`src/rtl/sc_core_oz_wb.sv`:
```
`default_nettype none
// ============================================================================
// Module   : sc_core_oz_wb
// Purpose  : Write-back stage of the sc_core_oz single-cycle RV32I core.
//            ALU results are registered and written to the register file
//            one cycle later. Loads run as a multi-cycle transaction on a
//            valid/ready data-memory channel. The returned word is then
//            byte/half extracted and extended, and written back in a
//            dedicated WRITE cycle. The PC is stalled while a load is in
//            flight.
// Ports    : clk, rst (async, active-low)
//            alu_valid/alu_wr_en/alu_rd_addr/alu_result  - execute retire
//            ld_req/ld_funct3/ld_addr                    - load request
//            mem_req_valid/mem_req_ready/mem_req_addr    - memory request
//            mem_rsp_valid/mem_rsp_data                  - memory response
//            stall                                       - hold PC/fetch
//            rd_wr_en/rd_reg_address/rd_reg_data         - RF write port
//            misalign_err (only with SC_CORE_OZ_WB_MISALIGN_EN)
// Options  : `define SC_CORE_OZ_WB_MISALIGN_EN to trap misaligned LH/LHU/LW
//            in IDLE instead of issuing them.
// Revision : 1.0 - initial release
// ============================================================================
module sc_core_oz_wb #(
  parameter int DATA_W = 32,
  parameter int REG_AW = 5
) (
  input  logic              clk,
  input  logic              rst,
  input  logic              alu_valid,
  input  logic              alu_wr_en,
  input  logic [REG_AW-1:0] alu_rd_addr,
  input  logic [DATA_W-1:0] alu_result,
  input  logic              ld_req,
  input  logic [2:0]        ld_funct3,
  input  logic [DATA_W-1:0] ld_addr,
  output logic              mem_req_valid,
  input  logic              mem_req_ready,
  output logic [DATA_W-1:0] mem_req_addr,
  input  logic              mem_rsp_valid,
  input  logic [DATA_W-1:0] mem_rsp_data,
  output logic              stall,
`ifdef SC_CORE_OZ_WB_MISALIGN_EN
  output logic              misalign_err,
`endif
  output logic              rd_wr_en,
  output logic [REG_AW-1:0] rd_reg_address,
  output logic [DATA_W-1:0] rd_reg_data
);

  localparam logic [1:0] S_IDLE  = 2'd0;
  localparam logic [1:0] S_REQ   = 2'd1;
  localparam logic [1:0] S_WAIT  = 2'd2;
  localparam logic [1:0] S_WRITE = 2'd3;

  logic [1:0]        state_q,   state_d;
  logic [2:0]        funct3_q,  funct3_d;
  logic [1:0]        off_q,     off_d;
  logic [DATA_W-3:0] addr_hi_q, addr_hi_d;
  logic [REG_AW-1:0] rd_q,      rd_d;
  logic              wr_en_q,   wr_en_d;
  logic [REG_AW-1:0] wr_addr_q, wr_addr_d;
  logic [DATA_W-1:0] wr_data_q, wr_data_d;

  logic [DATA_W-1:0] w_shifted;
  logic [7:0]        w_byte;
  logic [15:0]       w_half;
  logic [DATA_W-1:0] w_ext;
  logic              w_ld_start;
  logic              w_ld_issue;

  assign w_ld_start = (state_q == S_IDLE) && alu_valid && ld_req;

`ifdef SC_CORE_OZ_WB_MISALIGN_EN
  logic misalign_q, misalign_d;
  logic w_misalign;

  // Encodings outside LB/LH/LBU/LHU behave as LW, so they need full alignment.
  always_comb begin
    case (ld_funct3)
      3'b000, 3'b100: w_misalign = 1'b0;
      3'b001, 3'b101: w_misalign = ld_addr[0];
      default:        w_misalign = (ld_addr[1:0] != 2'b00);
    endcase
  end

  assign w_ld_issue   = w_ld_start && !w_misalign;
  assign misalign_err = misalign_q;
`else
  assign w_ld_issue = w_ld_start;
`endif

  // Byte lane picked by the full offset, half lane by offset[1] only.
  assign w_shifted = mem_rsp_data >> {off_q, 3'b000};
  assign w_byte    = w_shifted[7:0];
  assign w_half    = off_q[1] ? mem_rsp_data[31:16] : mem_rsp_data[15:0];

  always_comb begin
    case (funct3_q)
      3'b000:  w_ext = {{24{w_byte[7]}}, w_byte};
      3'b001:  w_ext = {{16{w_half[15]}}, w_half};
      3'b100:  w_ext = {24'd0, w_byte};
      3'b101:  w_ext = {16'd0, w_half};
      default: w_ext = mem_rsp_data;
    endcase
  end

  always_comb begin
    state_d   = state_q;
    funct3_d  = funct3_q;
    off_d     = off_q;
    addr_hi_d = addr_hi_q;
    rd_d      = rd_q;
    wr_en_d   = 1'b0;
    wr_addr_d = wr_addr_q;
    wr_data_d = wr_data_q;
`ifdef SC_CORE_OZ_WB_MISALIGN_EN
    misalign_d = w_ld_start && w_misalign;
`endif
    case (state_q)
      S_IDLE: begin
        if (w_ld_issue) begin
          funct3_d  = ld_funct3;
          off_d     = ld_addr[1:0];
          addr_hi_d = ld_addr[DATA_W-1:2];
          rd_d      = alu_rd_addr;
          state_d   = S_REQ;
        end else if (alu_valid && !ld_req && alu_wr_en && (alu_rd_addr != '0)) begin
          wr_en_d   = 1'b1;
          wr_addr_d = alu_rd_addr;
          wr_data_d = alu_result;
        end
      end
      S_REQ: begin
        if (mem_req_ready) state_d = S_WAIT;
      end
      S_WAIT: begin
        if (mem_rsp_valid) begin
          // A load to x0 still walks through WRITE so the stall length is
          // identical; only the RF strobe is suppressed.
          if (rd_q != '0) begin
            wr_en_d   = 1'b1;
            wr_addr_d = rd_q;
            wr_data_d = w_ext;
          end
          state_d = S_WRITE;
        end
      end
      S_WRITE: begin
        state_d = S_IDLE;
      end
      default: state_d = S_IDLE;
    endcase
  end

  always_ff @(posedge clk or negedge rst) begin
    if (!rst) begin
      state_q   <= S_IDLE;
      funct3_q  <= '0;
      off_q     <= '0;
      addr_hi_q <= '0;
      rd_q      <= '0;
      wr_en_q   <= 1'b0;
      wr_addr_q <= '0;
      wr_data_q <= '0;
`ifdef SC_CORE_OZ_WB_MISALIGN_EN
      misalign_q <= 1'b0;
`endif
    end else begin
      state_q   <= state_d;
      funct3_q  <= funct3_d;
      off_q     <= off_d;
      addr_hi_q <= addr_hi_d;
      rd_q      <= rd_d;
      wr_en_q   <= wr_en_d;
      wr_addr_q <= wr_addr_d;
      wr_data_q <= wr_data_d;
`ifdef SC_CORE_OZ_WB_MISALIGN_EN
      misalign_q <= misalign_d;
`endif
    end
  end

  assign mem_req_valid  = (state_q == S_REQ);
  assign mem_req_addr   = {addr_hi_q, 2'b00};
  assign stall          = w_ld_issue || (state_q != S_IDLE);
  assign rd_wr_en       = wr_en_q;
  assign rd_reg_address = wr_addr_q;
  assign rd_reg_data    = wr_data_q;

endmodule
`default_nettype wire

```
`config.mk`:
```
export PLATFORM = sky130hd
export DESIGN_NAME = sc_core_oz_wb
export DESIGN_NICKNAME = d
export VERILOG_FILES = /design/src/rtl/sc_core_oz_wb.sv
export SDC_FILE = /design/constraint.sdc
export NUM_CORES = 1
export LEC_CHECK = 0
export BUFFER_PORTS_ARGS = -buffer_cell sky130_fd_sc_hd__buf_2
export CAP_MARGIN = 20
export CORE_MARGIN = 8
export CORE_UTILIZATION = 48
export CTS_CLUSTER_DIAMETER = 200
export DETAILED_ROUTE_END_ITERATION = 8
export PLACE_DENSITY = 0.77
export SYNTH_ARGS = -nofsm -noshare
export SYNTH_HDL_FRONTEND = slang
export SYNTH_SLANG_ARGS = --single-unit
```
`constraint.sdc`:
```
create_clock -name clk -period 2.6 [get_ports clk]
set_input_delay 0.52 -clock clk [delete_from_list [all_inputs] [get_ports clk]]
set_output_delay 0.52 -clock clk [all_outputs]
set_load 0.005 [all_outputs]
```
# Word-level counts from Yosys, hierarchy flattened
# Cells that the tools add are included.
[totals] wordCells=58 latch_bits=0 reg_bits=80 in_bits=111 output_inout_bits=72 n_memories=0 mem_bits_rw=0 rom_bits=0
[classes] div=0 mux=21 add_sub_neg=0 n_shift=1 reduce_logical=16 bitwise=0 order_cmp=0 mul=0 eq_ne=12
[op_table] cell="32-bit 2-to-1 mux" count=4
[op_table] cell="32-bit one-hot mux with 4 select lines" count=1
[op_table] cell="32-bit one-hot mux with 2 select lines" count=1
[op_table] cell="32-bit by 5-bit >> shifter with 8-bit output" count=1
[op_table] cell="5-bit 2-to-1 mux" count=4
[op_table] cell="16-bit 2-to-1 mux" count=1
[op_table] cell="5-bit one-hot mux with 2 select lines" count=1
[op_table] cell="5-bit nonzero test" count=2
[op_table] cell="2-bit inequality test, second input constant" count=4
[op_table] cell="2-bit one-hot mux with 4 select lines" count=1
[op_table] cell="3-bit == test, second input constant" count=2
[op_table] cell="2-bit 2-to-1 mux" count=3
[op_table] cell="1-bit logical AND" count=5
[op_table] cell="5-bit AND reduction" count=1
[op_table] cell="2-bit == test, second input constant" count=2
[op_table] cell="1-bit 2-to-1 mux" count=4
[op_table] cell="2-bit by 1-bit inequality test with 1-bit output, second input constant" count=2
[op_table] cell="2-bit nonzero test" count=2
[op_table] cell="3-bit by 1-bit == test with 1-bit output, second input constant" count=1
[op_table] cell="3-bit zero test" count=1
[op_table] cell="3-bit AND reduction" count=1
[op_table] cell="2-bit by 1-bit == test with 1-bit output, second input constant" count=1
[op_table] cell="2-bit zero test" count=1
[op_table] cell="1-bit one-hot mux with 2 select lines" count=1
[op_table] cell="other kinds (3)" count=3

# Longest topological paths before layout
[logic_depth] depth_word=7 mapped_depth=9 mapped_depth_nobuf=6

# Worst setup path before layout
# OpenSTA, ideal clock, no wires.
[synth_path] kind="reg2reg" from="reg state_q[0]" to="reg wr_data_q[20], in the netlist rd_reg_data[20]" t_arrival_ns=1.753 synth_period_minus_slack_ns=1.878 setup_time_ns=0.125 stages_incl_launch_ff=9 setup_slack_ns=0.722 path_buffers=2 t_required_ns=2.475 cell_sequence="dfrtp_1 -> inv_1 -> ha_1 -> nor2b_1 -> a311oi_1 -> and2_1 -> buf_6 -> buf_6 -> mux2_2"
[synth_between] elab_chain_len=5 elab_cells_between_ends=11 cone_classes="eq/ne: 5; mux: 1; reduce/logical: 5"
[synth_lines] element="start: declaration" line="55" text="logic [1:0] state_q, state_d;"
[synth_lines] element="start signal: assignment" line="169" text="state_q <= state_d;"
[synth_lines] element="2-bit zero test" line="71, 119"
[synth_lines] element="1-bit logical AND (2 in series)" line="71" text="assign w_ld_start = (state_q == S_IDLE) && alu_valid && ld_req;"
[synth_lines] element="2-bit inequality test (no line)"
[synth_lines] element="5-bit AND reduction (no line)"
[synth_lines] element="end signal: assignment" line="176" text="wr_data_q <= wr_data_d;"
[synth_lines] element="end: declaration" line="62" text="logic [DATA_W-1:0] wr_data_q, wr_data_d;"
# Parallel ways exist; a longest one is shown, timed or not.
# A chain may end at the register's enable or synchronous reset.

# Worst setup path in the final report
[layout_path] from="reg state_q[0]" to="reg wr_data_q[15], in the netlist rd_reg_data[15]"
# Same word-level chain as after synthesis.

==> flow_summary.toml <==
[outcome]
status = "complete, no violations"

[detailed_routing]
via_per_inst = 5.68
drtIter0Drc = 206
drc = 0
drt-pass1-iter-count = 4
drt_wl_total_mm = 13.3
ant_nets = 0
vias = 3900
wl_per_cell_um = 19.4

[grt]
antenna_found_initial = 0
grtUsageTotal_pct = 21.1
grtUsageMet2_pct = 36.0
grt_max_degree = 51
grt_pass1_wl_mm = 21.4
grt_use_met1_pct = 23.2
grt_busiest_layer = "met2"
overflow = 0
met3_usage_pct = 8.50
grt_pass1_vias = 4187

[yosys]
netlist_area_um2 = 4310
ys_seq_area_share_pct = 46.4
yosysUniqueCellTypes = 40
syn_avg_cell_area_um2 = 10.6
yosys_register_bits = 80
yosysWarnings = 0
postSynthCellCount = 406

[final_layout]
fillCellCount = 758
antenna_cells = 0
num-nets-final = 689
syn_to_final_growth_pct = 28.4
multiInputGateArea_um2 = 2110
post-route-util_pct = 63.5
drive_gt1_share_pct = 48.0
regArea_um2 = 2000

[power]
p_per_area_nw_per_um2 = 1250
switchingPower_w = 0.00271
p_seq_share_pct = 33.4
p_sw_share_pct = 39.2
power_frac_comb_pct = 50.6
pwr-share-clk_pct = 16.0
intPower_w = 0.00421
worst_ir_drop_vdd_mv = 0.702
p_leak_nw = 2.60

[placed_design]
dp_hpwl_mm = 10.4
portBuffers = 180
place.gp.congestion = 0.824

[sta]
worst_pin_slew_ns = 0.616
finalMaxSlewViolations = 0
hold_viol_final = 0
fin_crit_ns = 2.21
setup_tns_ns = 0
whs_ns = 0.119
fmax_mhz = 452
finClkSkew_ns = 0.0161
fin_crit_sh_pct = 85.1
setup-violations-final = 0
relSlewSlack_pct = 58.8
rsz0062_at_grt = "no"

[cts]
cts-hold-fix-buffers = 0
cts_max_path_buffers = 2
cts_buffers = 9
cts.root.buffer_cell = "clkbuf_8"
clock_latency_ns = 0.35
htree_levels = 3
path_clk_slew_ns = 0.08
cts.sinks = 80
cts_tree = "built"

[floorplan]
die_area_um2 = 12300
boundaryPins = 183
coreArea_um2 = 8720
dieWidth_um = 111
die-height_um = 111
start_util_pct = 49.4
num_rows = 34

[worst_setup_path]
cp_num_buf_inv = 3
timing_worst_setup_path_type = "reg -> reg"
worst_setup_path_end_kind = "flip-flop"
arrival_ns = 2.44
critPathMaxStageDelay_ns = 0.41
crit_slowest_cell = "buf_4"
cp_top_family = "buffers and inverters"
critical_path.cell_chain = "inv_1, ha_2, buf_4, clkinv_1, a221oi_1, a21oi_1, mux2_2"
worstPathMaxFanout = 50
start_kind = "flip-flop"
required_ns = 2.82

[run]
cap_violations = 0

[min_path]
hold_path.class = "in -> async"
==> final cells by class <==
cell class                 count  area share [%]
clock inverter                 6            2.08
clock buffer                  10            2.31
inverter                       9           0.610
multi-input combinational    283            38.1
timing repair buffer         191            18.3
tap                          108            2.44
sequential                    80            36.2
==> worst reg2reg max path: stages (launching register included) <==
cell	delay, ns
dfrtp_1	0.39
inv_1	0.13
ha_2	0.25
buf_4	0.41
clkinv_1	0.25
a221oi_1	0.31
a21oi_1	0.10
mux2_2	0.26
==> cells in the final DEF (no fill, tap or decap), types with 3 or more instances in the layout <==
cell       Yosys  layout
a211o_1        8       8
a21oi_1       27      27
a311oi_1       8       7
a31oi_1       14      14
a41oi_1       16      16
buf_2         10     179
buf_4          2      10
bufinv_16      0       3
clkbuf_8       0       9
dfrtp_1       80      80
ha_1           4       3
inv_1          7       7
mux2_2        65      65
mux2i_1       12      12
nand2_1       37      37
nand2b_1       9       9
nor2_1        27      27
nor3b_1        7       7
o2111ai_1      7       7
o21ai_0       19      19
==> synthesized netlist by cell type, drive strengths merged <==
library cell | count | share of area (%)
o22ai | 1 | 0.15
inv | 7 | 0.61
ha | 4 | 1.2
nand2b | 9 | 1.3
o21bai | 1 | 0.17
clkbuf | 16 | 1.4
nand3b | 1 | 0.17
a211o | 8 | 1.6
mux2i | 12 | 2.8
conb | 1 | 0.087
nand3 | 4 | 0.58
buf | 19 | 2.8
o41ai | 1 | 0.20
a221oi | 2 | 0.41
mux2 | 66 | 17
mux4 | 1 | 0.52
a41oi | 16 | 3.3
and2 | 1 | 0.15
nand2 | 37 | 3.2
nand4b | 1 | 0.20
o21ai | 19 | 2.2
a32oi | 1 | 0.20
a21oi | 27 | 3.1
and3b | 1 | 0.20
nor4 | 2 | 0.44
o2111ai | 7 | 1.4
a2111oi | 1 | 0.20
nor3b | 7 | 1.2
nor2b | 2 | 0.29
nor2 | 27 | 2.4
a31oi | 14 | 2.0
dfrtp | 80 | 46
clkinv | 2 | 0.17
a311oi | 8 | 1.6
==> power groups by stage <==
| stage | sequential, W | combinational, W | clock [W] |
|---|---|---|---|
| 6_report | 0.00231 | 0.00350 | 0.00111 |
| 3_5_place_dp | 0.00233 | 0.00354 | 0 |
| 5_1_grt | 0.00240 | 0.00388 | 0.00118 |
| 2_1_floorplan | 0.00228 | 0.00232 | 0 |
| 4_1_cts | 0.00232 | 0.00355 | 0.00113 |
| 3_3_place_gp | 0.00229 | 0.00340 | 0 |
==> registers in the layout (all words and copies together), names as in the netlist <==
| name | flops |
|---|---|
| off_q | 2 |
| addr_hi_q | 30 |
| funct3_q | 3 |
| rd_reg_data | 32 |
| state_q | 2 |
| rd_wr_en | 1 |
| rd_q | 5 |
| rd_reg_address | 5 |
==> through the flow <==
stage          cells  total power [W]  worst slack (ns)  instance area [µm²]
2_1_floorplan    407          0.00461             0.722                 4310
3_3_place_gp     671          0.00569             0.180                 5290
3_5_place_dp     671          0.00587            0.0627                 5290
4_1_cts          687          0.00700            0.0521                 5540
5_1_grt          687          0.00746             0.122                 5540
6_report         687          0.00693             0.387                 5540
==> logic make-up (layout without fill, tap and decap cells) <==
group	Yosys count	after routing	synth area share, %
buf+inv	44	216	4.99
compound gates	106	106	16.6
simple gates	92	92	10.1
flops	80	80	46.4
fa+ha+maj	4	4	1.16
mux	79	79	20.6
other cells	1	2	0.0870
==> worst paths after layout <==
path | start | endpoint | slack (ns) | cells past startpoint
min in group clk | ld_addr[28] | addr_hi_q[26] | 0.40 | 2
max | state_q[0] | rd_reg_data[15] | 0.39 | 7
max reg2reg | state_q[0] | rd_reg_data[15] | 0.39 | 7
min reg2reg | addr_hi_q[0] | addr_hi_q[0] | 0.50 | 1
max in group asynchronous | rst | rd_reg_data[21] | 1.85 | 2
min | rst | addr_hi_q[29] | 0.12 | 1
==> repair_timing <==
item | in CTS | in global routing
hold endpoints to repair | 0 | 0
gates resized for setup | 0 | 1
endpoints found under the setup margin | 0 | 37
buffers inserted | 0 | 0
==> per-layer routing <==
layer	wire length [µm]	part of all wire, %
met1	5050	38
met2	6710	50
met3	1370	10
met4	193	1.4
met5	0	0
Note: power is estimated with default switching activity, not from simulation.
